$ cat config.mk
export PLATFORM = sky130hd
export DESIGN_NAME = multicycle_control_fsm
export DESIGN_NICKNAME = d
export VERILOG_FILES = /design/src/rtl/cpu_ctrl_pkg.sv /design/src/rtl/retire_counter.sv /design/src/rtl/multicycle_control_fsm.sv
export SDC_FILE = /design/constraint.sdc
export NUM_CORES = 1
export LEC_CHECK = 0
export ABC_CLOCK_PERIOD_IN_PS = 2000
export BUFFER_PORTS_ARGS = -buffer_cell sky130_fd_sc_hd__buf_2
export CAP_MARGIN = 20
export CORE_MARGIN = 2
export CORE_UTILIZATION = 45
export CTS_BUF_LIST = sky130_fd_sc_hd__clkbuf_8
export CTS_CLUSTER_SIZE = 12
export DETAILED_ROUTE_END_ITERATION = 8
export PLACE_DENSITY = 0.83
export SLEW_MARGIN = 15
export SYNTH_ARGS = -nofsm -noshare
export SYNTH_HDL_FRONTEND = slang
export SYNTH_HIERARCHICAL = 1
export SYNTH_SLANG_ARGS = --single-unit
$ cat constraint.sdc
create_clock -name Clock -period 2 [get_ports Clock]
set_input_delay 0.2 -clock Clock [delete_from_list [all_inputs] [get_ports Clock]]
set_output_delay 0.2 -clock Clock [all_outputs]
set_load 0.01 [all_outputs]
$ cat src/rtl/cpu_ctrl_pkg.sv
// rtl/cpu_ctrl_pkg.sv - shared encodings for the 16-bit multicycle CPU control path
//
// Purpose: opcode map, ALUOp / ALUSrcB / PCSource encodings, FSM state codes and
// the packed control-word type used by multicycle_control_fsm. ALUControl imports
// the ALUOP_* constants from here so both ends of the ALUOp bus agree.
// Ports: none (package).

package cpu_ctrl_pkg;

    // Opcode map, IR[15:13]
    localparam logic [2:0] OP_RTYPE = 3'b000;
    localparam logic [2:0] OP_ANDI  = 3'b001;
    localparam logic [2:0] OP_ORI   = 3'b010;
    localparam logic [2:0] OP_ADDI  = 3'b011;
    localparam logic [2:0] OP_LW    = 3'b100;
    localparam logic [2:0] OP_SW    = 3'b101;
    localparam logic [2:0] OP_BEQ   = 3'b110;
    localparam logic [2:0] OP_J     = 3'b111;

    // Funct value that turns OP_J into a halt
    localparam logic [3:0] FUNCT_HALT = 4'b1111;

    // ALUOp encodings
    localparam logic [1:0] ALUOP_ADD   = 2'b00;
    localparam logic [1:0] ALUOP_SUB   = 2'b01;
    localparam logic [1:0] ALUOP_FUNCT = 2'b10;
    localparam logic [1:0] ALUOP_IMM   = 2'b11;

    // ALUSrcB encodings
    localparam logic [1:0] SRCB_RT   = 2'b00;
    localparam logic [1:0] SRCB_ONE  = 2'b01;
    localparam logic [1:0] SRCB_SEXT = 2'b10;
    localparam logic [1:0] SRCB_ZEXT = 2'b11;

    // PCSource encodings
    localparam logic [1:0] PCSRC_ALU    = 2'b00;
    localparam logic [1:0] PCSRC_ALUOUT = 2'b01;
    localparam logic [1:0] PCSRC_JUMP   = 2'b10;

    // FSM state encoding; codes 12..15 are unused and recover to ST_FETCH
    localparam logic [3:0] ST_FETCH    = 4'd0;
    localparam logic [3:0] ST_DECODE   = 4'd1;
    localparam logic [3:0] ST_EXEC_R   = 4'd2;
    localparam logic [3:0] ST_EXEC_I   = 4'd3;
    localparam logic [3:0] ST_WB_ALU   = 4'd4;
    localparam logic [3:0] ST_MEM_ADDR = 4'd5;
    localparam logic [3:0] ST_MEM_RD   = 4'd6;
    localparam logic [3:0] ST_WB_MEM   = 4'd7;
    localparam logic [3:0] ST_MEM_WR   = 4'd8;
    localparam logic [3:0] ST_BRANCH   = 4'd9;
    localparam logic [3:0] ST_JUMP     = 4'd10;
    localparam logic [3:0] ST_HALT     = 4'd11;

    // Full control word; all-zero is the idle / reset value
    typedef struct packed {
        logic       mem_req;
        logic       mem_we;
        logic       iord;
        logic       ir_write;
        logic       pc_write;
        logic       pc_write_cond;
        logic [1:0] pc_source;
        logic       reg_write;
        logic       reg_dst;
        logic       mem_to_reg;
        logic       alu_src_a;
        logic [1:0] alu_src_b;
        logic [1:0] alu_op;
        logic       halted;
        logic       retire;
    } ctrl_t;

endpackage

$ cat src/rtl/retire_counter.sv
// rtl/retire_counter.sv - wrapping retired-instruction counter
//
// Purpose: counts Retire pulses, wraps from 2^CNT_W-1 to 0.
// Ports:
//   clk    in           clock, rising edge
//   rst_n  in           asynchronous active-low clear
//   en     in           increment enable (one Retire pulse)
//   count  out [CNT_W]  current count

module retire_counter #(
    parameter int CNT_W = 16
) (
    input  logic             clk,
    input  logic             rst_n,
    input  logic             en,
    output logic [CNT_W-1:0] count
);

    logic [CNT_W-1:0] count_q;
    logic [CNT_W-1:0] count_d;

    always_comb begin
        count_d = count_q;
        if (en) begin
            count_d = count_q + {{(CNT_W-1){1'b0}}, 1'b1};
        end
    end

    always_ff @(posedge clk or negedge rst_n) begin
        if (!rst_n) begin
            count_q <= '0;
        end else begin
            count_q <= count_d;
        end
    end

    assign count = count_q;

endmodule

$ cat src/rtl/multicycle_control_fsm.sv
// rtl/multicycle_control_fsm.sv - main control FSM of the 16-bit multicycle CPU
//
// Purpose: sequences PC/IR/register file/ALU/unified memory through
// fetch/decode/execute/memory/writeback, handles the memory ready handshake
// and counts retired instructions.
// Ports:
//   Clock, Reset(async, active-low)        clocking
//   OPCode[3], Funct[4], Zero, MemReady    status inputs
//   MemReq, MemWE, IorD                    memory control
//   IRWrite, PCWrite, PCWriteCond, PCSource[2]
//   RegWrite, RegDst, MemToReg             register file control
//   ALUSrcA, ALUSrcB[2], ALUOp[2]          ALU control
//   Halted, Retire, RetireCount[CNT_W]     status outputs

module multicycle_control_fsm
    import cpu_ctrl_pkg::*;
#(
    parameter int CNT_W           = 16,
    parameter bit FETCH_ONLY_HALT = 1'b1
) (
    input  logic             Clock,
    input  logic             Reset,
    input  logic [2:0]       OPCode,
    input  logic [3:0]       Funct,
    input  logic             Zero,
    input  logic             MemReady,
    output logic             MemReq,
    output logic             MemWE,
    output logic             IorD,
    output logic             IRWrite,
    output logic             PCWrite,
    output logic             PCWriteCond,
    output logic [1:0]       PCSource,
    output logic             RegWrite,
    output logic             RegDst,
    output logic             MemToReg,
    output logic             ALUSrcA,
    output logic [1:0]       ALUSrcB,
    output logic [1:0]       ALUOp,
    output logic             Halted,
    output logic             Retire,
    output logic [CNT_W-1:0] RetireCount
);

    logic [3:0] state_q;
    logic [3:0] state_d;
    ctrl_t      ctrl;
    ctrl_t      ctrl_out;

    // Zero is consumed by the datapath through PCWriteCond, not by the FSM
    logic unused_zero;
    assign unused_zero = Zero;

    always_comb begin
        state_d = state_q;
        ctrl    = '0;
        case (state_q)
            ST_FETCH: begin
                ctrl.mem_req   = 1'b1;
                ctrl.alu_src_b = SRCB_ONE;
                ctrl.alu_op    = ALUOP_ADD;
                // IR load and PC+1 commit only on the cycle memory delivers
                if (MemReady) begin
                    ctrl.ir_write  = 1'b1;
                    ctrl.pc_write  = 1'b1;
                    ctrl.pc_source = PCSRC_ALU;
                    state_d        = ST_DECODE;
                end
            end
            ST_DECODE: begin
                // Speculatively compute the branch target into ALUOut
                ctrl.alu_src_b = SRCB_SEXT;
                ctrl.alu_op    = ALUOP_ADD;
                case (OPCode)
                    OP_RTYPE:                 state_d = ST_EXEC_R;
                    OP_ANDI, OP_ORI, OP_ADDI: state_d = ST_EXEC_I;
                    OP_LW, OP_SW:             state_d = ST_MEM_ADDR;
                    OP_BEQ:                   state_d = ST_BRANCH;
                    OP_J: begin
                        if (FETCH_ONLY_HALT && (Funct == FUNCT_HALT)) begin
                            state_d = ST_HALT;
                        end else begin
                            state_d = ST_JUMP;
                        end
                    end
                    default:                  state_d = ST_FETCH;
                endcase
            end
            ST_EXEC_R: begin
                ctrl.alu_src_a = 1'b1;
                ctrl.alu_src_b = SRCB_RT;
                ctrl.alu_op    = ALUOP_FUNCT;
                state_d        = ST_WB_ALU;
            end
            ST_EXEC_I: begin
                // Logical immediates are zero-extended, ADDI is sign-extended
                ctrl.alu_src_a = 1'b1;
                ctrl.alu_src_b = (OPCode == OP_ADDI) ? SRCB_SEXT : SRCB_ZEXT;
                ctrl.alu_op    = ALUOP_IMM;
                state_d        = ST_WB_ALU;
            end
            ST_WB_ALU: begin
                ctrl.reg_write = 1'b1;
                ctrl.reg_dst   = (OPCode == OP_RTYPE);
                ctrl.retire    = 1'b1;
                state_d        = ST_FETCH;
            end
            ST_MEM_ADDR: begin
                ctrl.alu_src_a = 1'b1;
                ctrl.alu_src_b = SRCB_SEXT;
                ctrl.alu_op    = ALUOP_ADD;
                state_d        = (OPCode == OP_SW) ? ST_MEM_WR : ST_MEM_RD;
            end
            ST_MEM_RD: begin
                ctrl.mem_req = 1'b1;
                ctrl.iord    = 1'b1;
                if (MemReady) begin
                    state_d = ST_WB_MEM;
                end
            end
            ST_WB_MEM: begin
                ctrl.reg_write  = 1'b1;
                ctrl.mem_to_reg = 1'b1;
                ctrl.retire     = 1'b1;
                state_d         = ST_FETCH;
            end
            ST_MEM_WR: begin
                ctrl.mem_req = 1'b1;
                ctrl.mem_we  = 1'b1;
                ctrl.iord    = 1'b1;
                // A store retires on the cycle the write is accepted
                if (MemReady) begin
                    ctrl.retire = 1'b1;
                    state_d     = ST_FETCH;
                end
            end
            ST_BRANCH: begin
                ctrl.alu_src_a     = 1'b1;
                ctrl.alu_src_b     = SRCB_RT;
                ctrl.alu_op        = ALUOP_SUB;
                ctrl.pc_write_cond = 1'b1;
                ctrl.pc_source     = PCSRC_ALUOUT;
                ctrl.retire        = 1'b1;
                state_d            = ST_FETCH;
            end
            ST_JUMP: begin
                ctrl.pc_write  = 1'b1;
                ctrl.pc_source = PCSRC_JUMP;
                ctrl.retire    = 1'b1;
                state_d        = ST_FETCH;
            end
            ST_HALT: begin
                ctrl.halted = 1'b1;
                state_d     = ST_HALT;
            end
            default: begin
                state_d = ST_FETCH;
            end
        endcase
    end

    always_ff @(posedge Clock or negedge Reset) begin
        if (!Reset) begin
            state_q <= ST_FETCH;
        end else begin
            state_q <= state_d;
        end
    end

    // Reset masks the whole control word so an in-flight memory request
    // drops asynchronously rather than waiting for the next clock edge.
    assign ctrl_out = Reset ? ctrl : '0;

    assign MemReq      = ctrl_out.mem_req;
    assign MemWE       = ctrl_out.mem_we;
    assign IorD        = ctrl_out.iord;
    assign IRWrite     = ctrl_out.ir_write;
    assign PCWrite     = ctrl_out.pc_write;
    assign PCWriteCond = ctrl_out.pc_write_cond;
    assign PCSource    = ctrl_out.pc_source;
    assign RegWrite    = ctrl_out.reg_write;
    assign RegDst      = ctrl_out.reg_dst;
    assign MemToReg    = ctrl_out.mem_to_reg;
    assign ALUSrcA     = ctrl_out.alu_src_a;
    assign ALUSrcB     = ctrl_out.alu_src_b;
    assign ALUOp       = ctrl_out.alu_op;
    assign Halted      = ctrl_out.halted;
    assign Retire      = ctrl_out.retire;

    retire_counter #(
        .CNT_W (CNT_W)
    ) u_retire_counter (
        .clk   (Clock),
        .rst_n (Reset),
        .en    (ctrl_out.retire),
        .count (RetireCount)
    );

endmodule
Word-level counts from Yosys, hierarchy flattened --
Cells that the tools add are included.
Storage, ports and cells: bits in registers 20, bits of input ports 11, output and inout port bits 34
Cells by class: add/sub/neg operators 1, equality and inequality tests 22, mux-type cells 25, reduce and logical (&&, ||, !) cells 12
Operators with widths (count):
- $pmux 4 s5 | 2
- $pmux 4 s7 | 1
- $eq 4x4->1 const B | 5
- $mux 18 | 1
- $add 16x1->16 const B | 1
- $eq 4x3->1 const B | 4
- $mux 4 | 4
- $mux 1 | 13
- $eq 3x3->1 const B | 4
- $reduce_or 2->1 | 5
- $eq 4x2->1 const B | 2
- $reduce_or 4->1 | 2
- $eq 3x2->1 const B | 2
- $ne 2x2->1 const B | 3
- $reduce_or 3->1 | 2
- $eq 4x1->1 const B | 1
- $logic_not 4->1 | 1
- $pmux 1 s2 | 2
- $pmux 2 s2 | 1
- $eq 3x1->1 const B | 1
- $logic_not 3->1 | 1
- $reduce_and 3->1 | 1
- $mux 2 | 1

Depth between registers and ports, before layout --
Gate-level depths: netlist of run 1.
depth in word-level cells 4, gate-level depth with buffers 8

Cells and area by module --
The synthesis of run 1 kept the hierarchy.
By module, submodules not included:
- retire_counter | times used 1, cells an instance 56, area each 695.7 um^2
- multicycle_control_fsm | times used 1, cells an instance 86, area each 579.3 um^2

Worst setup path after synthesis of run 1 --
No wires, ideal clock.
path type reg2reg, from reg state_q[1], to reg u_retire_counter.count_q[12] (netlist: u_retire_counter/count[12]), setup time 0.079 ns, arrival 1.888 ns, required time 1.921 ns, slack 0.033 ns, stages on the path, launching flop included 9, buffers on the path 1, clock period less this slack 1.967 ns, cell sequence dfrtp_1 -> buf_4 -> o21bai_1 -> a21oi_1 -> o21a_1 -> nand4_4 -> nor3_2 -> and4_1 -> xor2_1
Between the ends: longest elaborated chain between the ends 4, elaborated cells on any way between the ends 8, those cells by class 5 x eq/ne; 2 x mux; 1 x reduce/logical
Ends and longest elaborated chain:
- from (decl) | RTL line multicycle_control_fsm.sv:45 | logic [3:0] state_q;
- from (signal assigned) | RTL line multicycle_control_fsm.sv:166 | state_q <= state_d;
- $eq 4x4->1 or $eq 4x3->1 (tied branches) | RTL line multicycle_control_fsm.sv:57 | case (state_q)
- $reduce_or 4->1 (no source line)
- $pmux 1 s2 * | RTL line multicycle_control_fsm.sv:57
- $mux 18 * | RTL line multicycle_control_fsm.sv:172 | assign ctrl_out = Reset ? ctrl : '0;
- named net Retire | RTL line multicycle_control_fsm.sv:41 | output logic Retire,
- to (signal assigned) | RTL line retire_counter.sv:33 | count_q <= count_d;
- to (decl) | RTL line retire_counter.sv:19 | logic [CNT_W-1:0] count_q;
The timed path passes the listed nets; every way through them passes the cells marked *. A chain may end at the register's enable or synchronous reset.

Final worst setup path of run 1 --
from reg state_q[1], to reg u_retire_counter.count_q[11] (netlist: u_retire_counter/count[11])
Between the ends: longest elaborated chain between the ends 4, elaborated cells on any way between the ends 8, those cells by class 5 x eq/ne; 2 x mux; 1 x reduce/logical
Ends and longest elaborated chain (RTL line):
- $eq 4x4->1 or $eq 4x3->1 (tied branches) | multicycle_control_fsm.sv:57
- $reduce_or 4->1 (no source line)
- $pmux 1 s2 * | multicycle_control_fsm.sv:57
- $mux 18 * | multicycle_control_fsm.sv:172
Mark *: on every way between the ends. The rest lies on a longest branch, timed or not.

==> results by group, run 1 <==
Outcome
  • Status: finished clean

Setup path
  • Element type at the critical path end: flip-flop
  • Crit path kind: reg2reg
  • Worst path arrival time: 2040 ps
  • CP Max Fanout: 6
  • Required time of the worst setup path: 2150 ps
  • Startpoint kind of the worst setup timing path: flip-flop

Drt
  • Total routed wirelength: 2840 um
  • DR pass1 iterations: 4
  • Number of design-rule violations left by the first detailed-router iteration: 46
  • ANT nets after route: 0
  • Avg Vias per Cell: 5.43
  • # DRC: 0
  • Detailed-route via count: 1212
  • Average wire per cell in the routed design: 12.7 um

Place
  • Final weighted congestion in routability-driven placement: 0.917
  • Half-perimeter wire length of the detailed placement result: 2160 um
  • Input/output buffers: 43
  • Placed instance count: 218
  • Cell area after placement: 1550 um^2

GRT
  • Wire length of the first global-routing pass: 4800 um
  • Gr usage total: 18.5%
  • Global-route congestion overflow total: 0
  • Antenna violations before repair: 0
  • Largest net degree at the start of global routing: 27
  • Vias in the first global route: 1080

Yosys
  • Primary flip-flop cell chosen by synthesis mapping: dfrtp_1
  • Post-synthesis sequential area ratio: 39.3%
  • Number of enable-type register cells in the synthesized netlist: 0
  • Syn nets: 154
  • Summed instance area of the synthesized netlist: 1270 um^2
  • Share of flip-flops with an asynchronous set or reset: 100%
  • Average footprint of a synthesized cell: 8.98 um^2
  • Synth Instances: 142
  • Count of yosys warnings during synthesis: 6
  • Number of synthesized register bits: 20
  • Synth unique cells: 41

Pwr
  • Peak VDD IR: 1.05 mV
  • Pleak: 0.826 nW
  • Pwr per Cell Area: 1100 nW/um^2

Timing
  • Unrepaired setup endpoints after global routing: yes
  • Worst rel slew slack: 78.4%
  • Max Clk Rate: 528 MHz
  • Shortest clock period the worst path allows after layout: 1890 ps
  • Sum of negative setup slack: 0 ps
  • Portion of the clock cycle consumed by the worst path in the final layout: 94.7%
  • Worst-case clock skew: 2.81 ps
  • Final setup violation count: 0
  • Number of pins with negative max-slew slack in the final report: 0
  • Worst-margin pin slew: 321 ps
  • Hold Fails Final Rpt: 0

Clock network
  • Root buffer selected by CTS: clkbuf_8
  • TritonCTS clock tree: built
  • Clk sink count: 20
  • CTS max path bufs: 2
  • Clk pin slew, worst setup/hold paths: 70 ps
  • Clk Latency, worst-skew pair: 260 ps
  • Number of setup buffers added after CTS: 0
  • H-Tree Depth: 1
  • CTS Buf Count: 3

Layout
  • Final non-filler cell area: 1620 um^2
  • Number of inserted diodes: 0
  • Final Net Count: 205
  • Leading cell type in the layout, fill and taps excluded: buf_2
  • Area grow syn2layout: 27.1%
  • Finished Layout Cells: 223
  • Fraction of layout instances using a drive strength above 1: 30.2%
  • Commonest cells after routing, fill and taps aside: buf_2, dfrtp_1, nor2_1

Die
  • Starting utilization of the core area: 46.6%
  • Horizontal extent of the die: 57.2 um
  • Total Die Area: 3280 um^2
  • Count of standard-cell rows: 19
  • Chip Height: 57.2 um
  • Io pins: 45
  • Area of the core: 2730 um^2

Flow run
  • Maxcap violations: 0

Min path
  • Worst min-delay path class: in2reg
synthesized netlist by cell type, types with 2 or more instances:
| cell | n | area [um^2] |
|---|---|---|
| o21a_1 | 2 | 15.0 |
| a31oi_1 | 2 | 12.5 |
| buf_2 | 3 | 15.0 |
| nand2b_1 | 4 | 25.0 |
| a21oi_1 | 5 | 25.0 |
| o21ai_0 | 3 | 15.0 |
| nand4_1 | 3 | 18.8 |
| dfrtp_1 | 20 | 500 |
| nor2b_1 | 2 | 12.5 |
| o21bai_1 | 3 | 22.5 |
| nand2_1 | 11 | 41.3 |
| nor2_1 | 18 | 67.6 |
| and4_1 | 2 | 17.5 |
| and2b_1 | 2 | 15.0 |
| nor3_1 | 4 | 20.0 |
| xor2_1 | 7 | 61.3 |
| nor3_2 | 2 | 20.0 |
| nand3_1 | 7 | 35.0 |
| inv_1 | 4 | 15.0 |
| xnor2_1 | 10 | 87.6 |
| a211oi_1 | 2 | 15.0 |
| or3_1 | 3 | 18.8 |
| buf_4 | 2 | 15.0 |
| nand3b_1 | 4 | 30.0 |
cells by family (layout without fill, tap and decap cells):
kind of cell             Yosys count  count (layout)  synth area share (%)
AO/OA/AOI/OAI                     25              25                  13.2
buffers and inverters              9              59                  3.53
adder cells (fa/ha/maj)            1               1                 0.981
multiplexers                       1               1                 0.883
XOR/XNOR                          17              17                  11.7
AND/OR/NAND/NOR                   69              69                  30.4
flip-flops                        20              20                  39.3
path summary, 6_finish.rpt:
kind,start,end,slack (ps),cells past startpoint
setup / recovery,state_q[1]$_DFFE_PN0P_,u_retire_counter/count[11]$_DFFE_PN0P_,110,7
hold / removal,MemReady,state_q[3]$_DFFE_PN0P_,350,3
setup reg to reg,state_q[1]$_DFFE_PN0P_,u_retire_counter/count[11]$_DFFE_PN0P_,110,7
hold reg to reg,u_retire_counter/count[15]$_DFFE_PN0P_,u_retire_counter/count[15]$_DFFE_PN0P_,470,1
max in group asynchronous,Reset,u_retire_counter/count[4]$_DFFE_PN0P_,1350,3
min in group asynchronous,Reset,u_retire_counter/count[12]$_DFFE_PN0P_,460,3
per-layer routing:
metal / vias to the layer above / GRT usage, % / wire (um)
met3: 5 / 3.40 / 205
met1: 558 / 24.9 / 1270
met5: - / 0 / 0
li1: 602 / - / -
met2: 47 / 28.4 / 1300
met4: 0 / 9.97 / 57
report_power, final:
part	internal [mW]	total [mW]	switching, mW
clock	0.175	0.300	0.125
combinational	0.393	0.890	0.496
sequential	0.483	0.592	0.109
total	1.05	1.78	0.730
registers in the layout, indices dropped and copies added (netlist names):
name                    flops
state_q                     4
u_retire_counter/count     16
area by class of cell:
class / instances / area, um^2
fill: 276 / 1110
clock buffer: 4 / 55.1
sequential: 20 / 500
inverter: 4 / 15.0
multi-input combinational: 113 / 729
tap: 31 / 38.8
timing repair buffer: 51 / 282
worst max-delay path, cell delays in order (launching register included):
cell and delay, ps:
dfrtp_1 410, or2b_1 280, a21oi_1 130, o21a_1 200
nand4_4 150, nor3_2 340, nand3_1 140, xnor2_1 140
metrics by stage:
stage	setup slack [ps]	utilization, %	hold WS, ps	total power [mW]
5_1_grt	-46.4	59.3	373	1.92
2_1_floorplan	33.1	-	-95.6	1.20
6_report	107	59.3	354	1.78
3_3_place_gp	163	56.8	244	1.46
3_5_place_dp	112	56.8	237	1.48
4_1_cts	94.6	59.1	350	1.79
what timing repair did:
action                     4_1_cts  5_1_grt
hold endpoints to repair        20        0
setup endpoints to repair        0        5
hold buffers                     1        0
gates resized for setup          0        1
No activity file was read; power rests on OpenSTA's default activity.
==> run 2, diff against run 1 <==
Settings changed: CORE_ASPECT_RATIO from default to 0.75, CTS_CLUSTER_SIZE 12 to 25, PLACE_DENSITY 0.83 to default, PLACE_DENSITY_LB_ADDON from default to 0.1.
==> run 2 against run 1 <==
  * Maximum frequency is 0.80% higher
  * Design area is 0.85% higher
  * Die area is 0.12% higher
  * Critical path depth stayed put
  * Global-route usage is 1.3 points higher
  * Cell count is 2.2% higher
  * Clock power is 13% lower
  * Sequential power is 2% higher
==> results by group, run 2 (same netlist as run 1, synthesis figures left out) <==
Timing
  • Max Clk Rate: 532 MHz (was 528 MHz)
  • Shortest clock period the worst path allows after layout: 1880 ps (was 1890 ps)
  • Final setup slack of the worst path: 122 ps (was 107 ps)
  • Worst-case clock skew: 2.58 ps (was 2.81 ps)
  • Hold Fails Final Rpt: 0 (unchanged)
  • Sum of negative setup slack: 0 ps (unchanged)
  • Portion of the clock cycle consumed by the worst path in the final layout: 93.9% (was 94.7%)
  • Worst-margin pin slew: 319 ps (was 321 ps)
  • Unrepaired setup endpoints after global routing: no (was yes)
  • Number of pins with negative max-slew slack in the final report: 0 (unchanged)
  • Worst rel slew slack: 78.6% (was 78.4%)
  • Final setup violation count: 0 (unchanged)
  • Worst slack on hold paths: 363 ps (was 354 ps)

Layout
  • Number of fill cells in the layout: 251 (was 276)
  • Number of inserted diodes: 0 (unchanged)
  • Final core occ: 61.8% (was 59.3%)
  • Area taken by multi-input logic gates: 742 um^2 (was 729 um^2)
  • Commonest cells after routing, fill and taps aside: buf_2, dfrtp_1, nor2_1 (unchanged)
  • Finished Layout Cells: 228 (was 223)
  • Final Net Count: 206 (was 205)
  • Leading cell type in the layout, fill and taps excluded: buf_2 (unchanged)
  • Area grow syn2layout: 28.2% (was 27.1%)
  • Fraction of layout instances using a drive strength above 1: 30.7% (was 30.2%)
  • Flip-flop count of the largest register after layout: 16 (unchanged)
  • Area taken by flip-flops and latches: 502 um^2 (was 500 um^2)

Setup path
  • RR Startpoint: state_q[0]$_DFFE_PN0P_ (was state_q[1]$_DFFE_PN0P_)
  • Critical Path Slowest Stage Cell: dfrtp_2 (was dfrtp_1)
  • CP Depth: 7 (unchanged)
  • R2R cell count: 7 (unchanged)
  • Element type at the critical path end: flip-flop (unchanged)
  • Cell family with most CP delay: simple AND/OR/NAND/NOR gates (unchanged)
  • Required time of the worst setup path: 2180 ps (was 2150 ps)
  • Slack of the worst reg-to-reg path: 120 ps (was 110 ps)
  • CP Cell Sequence: or2b_1, a21oi_1, o21a_1, nand4_4, nor3_4, and4_1, xor2_1 (was or2b_1, a21oi_1, o21a_1, nand4_4, nor3_2, nand3_1, xnor2_1)
  • Worst path arrival time: 2060 ps (was 2040 ps)
  • CP Max Fanout: 8 (was 6)
  • Crit path kind: reg2reg (unchanged)
  • Max stage delay on crit path: 470 ps (was 410 ps)
  • Number of buffer and inverter instances along the worst setup path: 0 (unchanged)
  • Startpoint kind of the worst setup timing path: flip-flop (unchanged)
  • Reg-to-reg critical path endpoint: u_retire_counter/count[12]$_DFFE_PN0P_ (was u_retire_counter/count[11]$_DFFE_PN0P_)

Drt
  • Average wire per cell in the routed design: 13.5 um (was 12.7 um)
  • DR pass1 iterations: 4 (unchanged)
  • Total routed wirelength: 3080 um (was 2840 um)
  • # DRC: 0 (unchanged)
  • Detailed-route via count: 1250 (was 1212)
  • Number of design-rule violations left by the first detailed-router iteration: 49 (was 46)
  • Avg Vias per Cell: 5.48 (was 5.43)
  • ANT nets after route: 0 (unchanged)

Pwr
  • Pleak: 0.856 nW (was 0.826 nW)
  • Pwr per Cell Area: 1080 nW/um^2 (was 1100 nW/um^2)
  • Peak VDD IR: 0.637 mV (was 1.05 mV)

Place
  • Input/output buffers: 43 (unchanged)
  • Final weighted congestion in routability-driven placement: 0.879 (was 0.917)
  • Placed instance count: 223 (was 218)
  • Half-perimeter wire length of the detailed placement result: 2330 um (was 2160 um)
  • Worst Setup Slack post-DPL: 5.57 ps (was 112 ps)

Min path
  • Instance count along the most critical hold path: 3 (unchanged)
  • Worst min-delay path class: in2reg (unchanged)
  • Hold path start: MemReady (unchanged)
  • Hold path endpoint: state_q[3]$_DFFE_PN0P_ (unchanged)

Clock network
  • Root buffer selected by CTS: clkbuf_8 (unchanged)
  • TritonCTS clock tree: built (unchanged)
  • H-Tree Depth: 1 (unchanged)
  • Clk sink count: 20 (unchanged)
  • CTS Buf Count: 3 (unchanged)
  • Clk Latency, worst-skew pair: 250 ps (was 260 ps)
  • CTS max path bufs: 2 (unchanged)
  • Clk pin slew, worst setup/hold paths: 70 ps (about the same)

Die
  • Io pins: 45 (unchanged)
  • Area of the core: 2640 um^2 (was 2730 um^2)
  • Total Die Area: 3280 um^2 (about the same)
  • Chip Height: 50.1 um (was 57.2 um)
  • Starting utilization of the core area: 48.2% (was 46.6%)
  • Count of standard-cell rows: 16 (was 19)
  • Horizontal extent of the die: 65.5 um (was 57.2 um)

GRT
  • Vias in the first global route: 1065 (was 1080)
  • Gr usage total: 19.8% (was 18.5%)
  • Global-route congestion overflow total: 0 (unchanged)
  • Largest net degree at the start of global routing: 27 (unchanged)
  • Antenna violations before repair: 0 (unchanged)
  • Wire length of the first global-routing pass: 5040 um (was 4800 um)

Flow run
  • Maxcap violations: 0 (unchanged)

Outcome
  • Status: finished clean (unchanged)
run 2: metal layers:
metal | wire [um] | track usage (%)
met5 | 0 | 0
met2 | 1320 | 28.7
met4 | 8 | 2.43
met1 | 1500 | 29.7
met3 | 249 | 5.94
run 2: how the worst max path moves through the flow:
stage / startpoint / end / slack [ps]
after floorplan: state_q[1]$_DFFE_PN0P_ / u_retire_counter/count[12]$_DFFE_PN0P_ / 30
after global placement: state_q[0]$_DFFE_PN0P_ / u_retire_counter/count[12]$_DFFE_PN0P_ / 60
after detailed placement: state_q[0]$_DFFE_PN0P_ / u_retire_counter/count[12]$_DFFE_PN0P_ / 6
after CTS: state_q[0]$_DFFE_PN0P_ / u_retire_counter/count[11]$_DFFE_PN0P_ / 6
after global routing: state_q[0]$_DFFE_PN0P_ / u_retire_counter/count[12]$_DFFE_PN0P_ / 5
final: state_q[0]$_DFFE_PN0P_ / u_retire_counter/count[12]$_DFFE_PN0P_ / 120
run 2: where the power goes:
part           switching, mW  internal [mW]
clock                  0.126          0.134
combinational          0.499          0.403
sequential             0.121          0.484
total                  0.746           1.02
run 2: per-stage QoR:
stage | area [um^2] | power [mW]
floorplan | 1270 | 1.20
global placement | 1560 | 1.47
detailed placement | 1560 | 1.48
CTS | 1620 | 1.75
global route | 1630 | 1.90
finish | 1630 | 1.77
run 2: cell type report:
cell class | count | share of cell area [%]
clock buffer | 3 | 2.53
inverter | 4 | 0.919
multi-input combinational | 113 | 45.4
sequential | 20 | 30.7
tap | 36 | 2.76
timing repair buffer | 52 | 17.7
run 2: what timing repair did:
action | CTS | global route
gates resized for setup | 1 | 3
hold endpoints to repair | 20 | 0
pin swaps | 0 | 3
buffers inserted | 0 | 1
setup endpoints to repair | 1 | 7
hold buffers | 1 | 0
run 2: worst min-delay path, delay by kind of cell:
| kind | cells | cell delay [ps] |
|---|---|---|
| buf+inv | 1 | 160 |
| compound gates | 1 | 80 |
| simple gates | 1 | 130 |
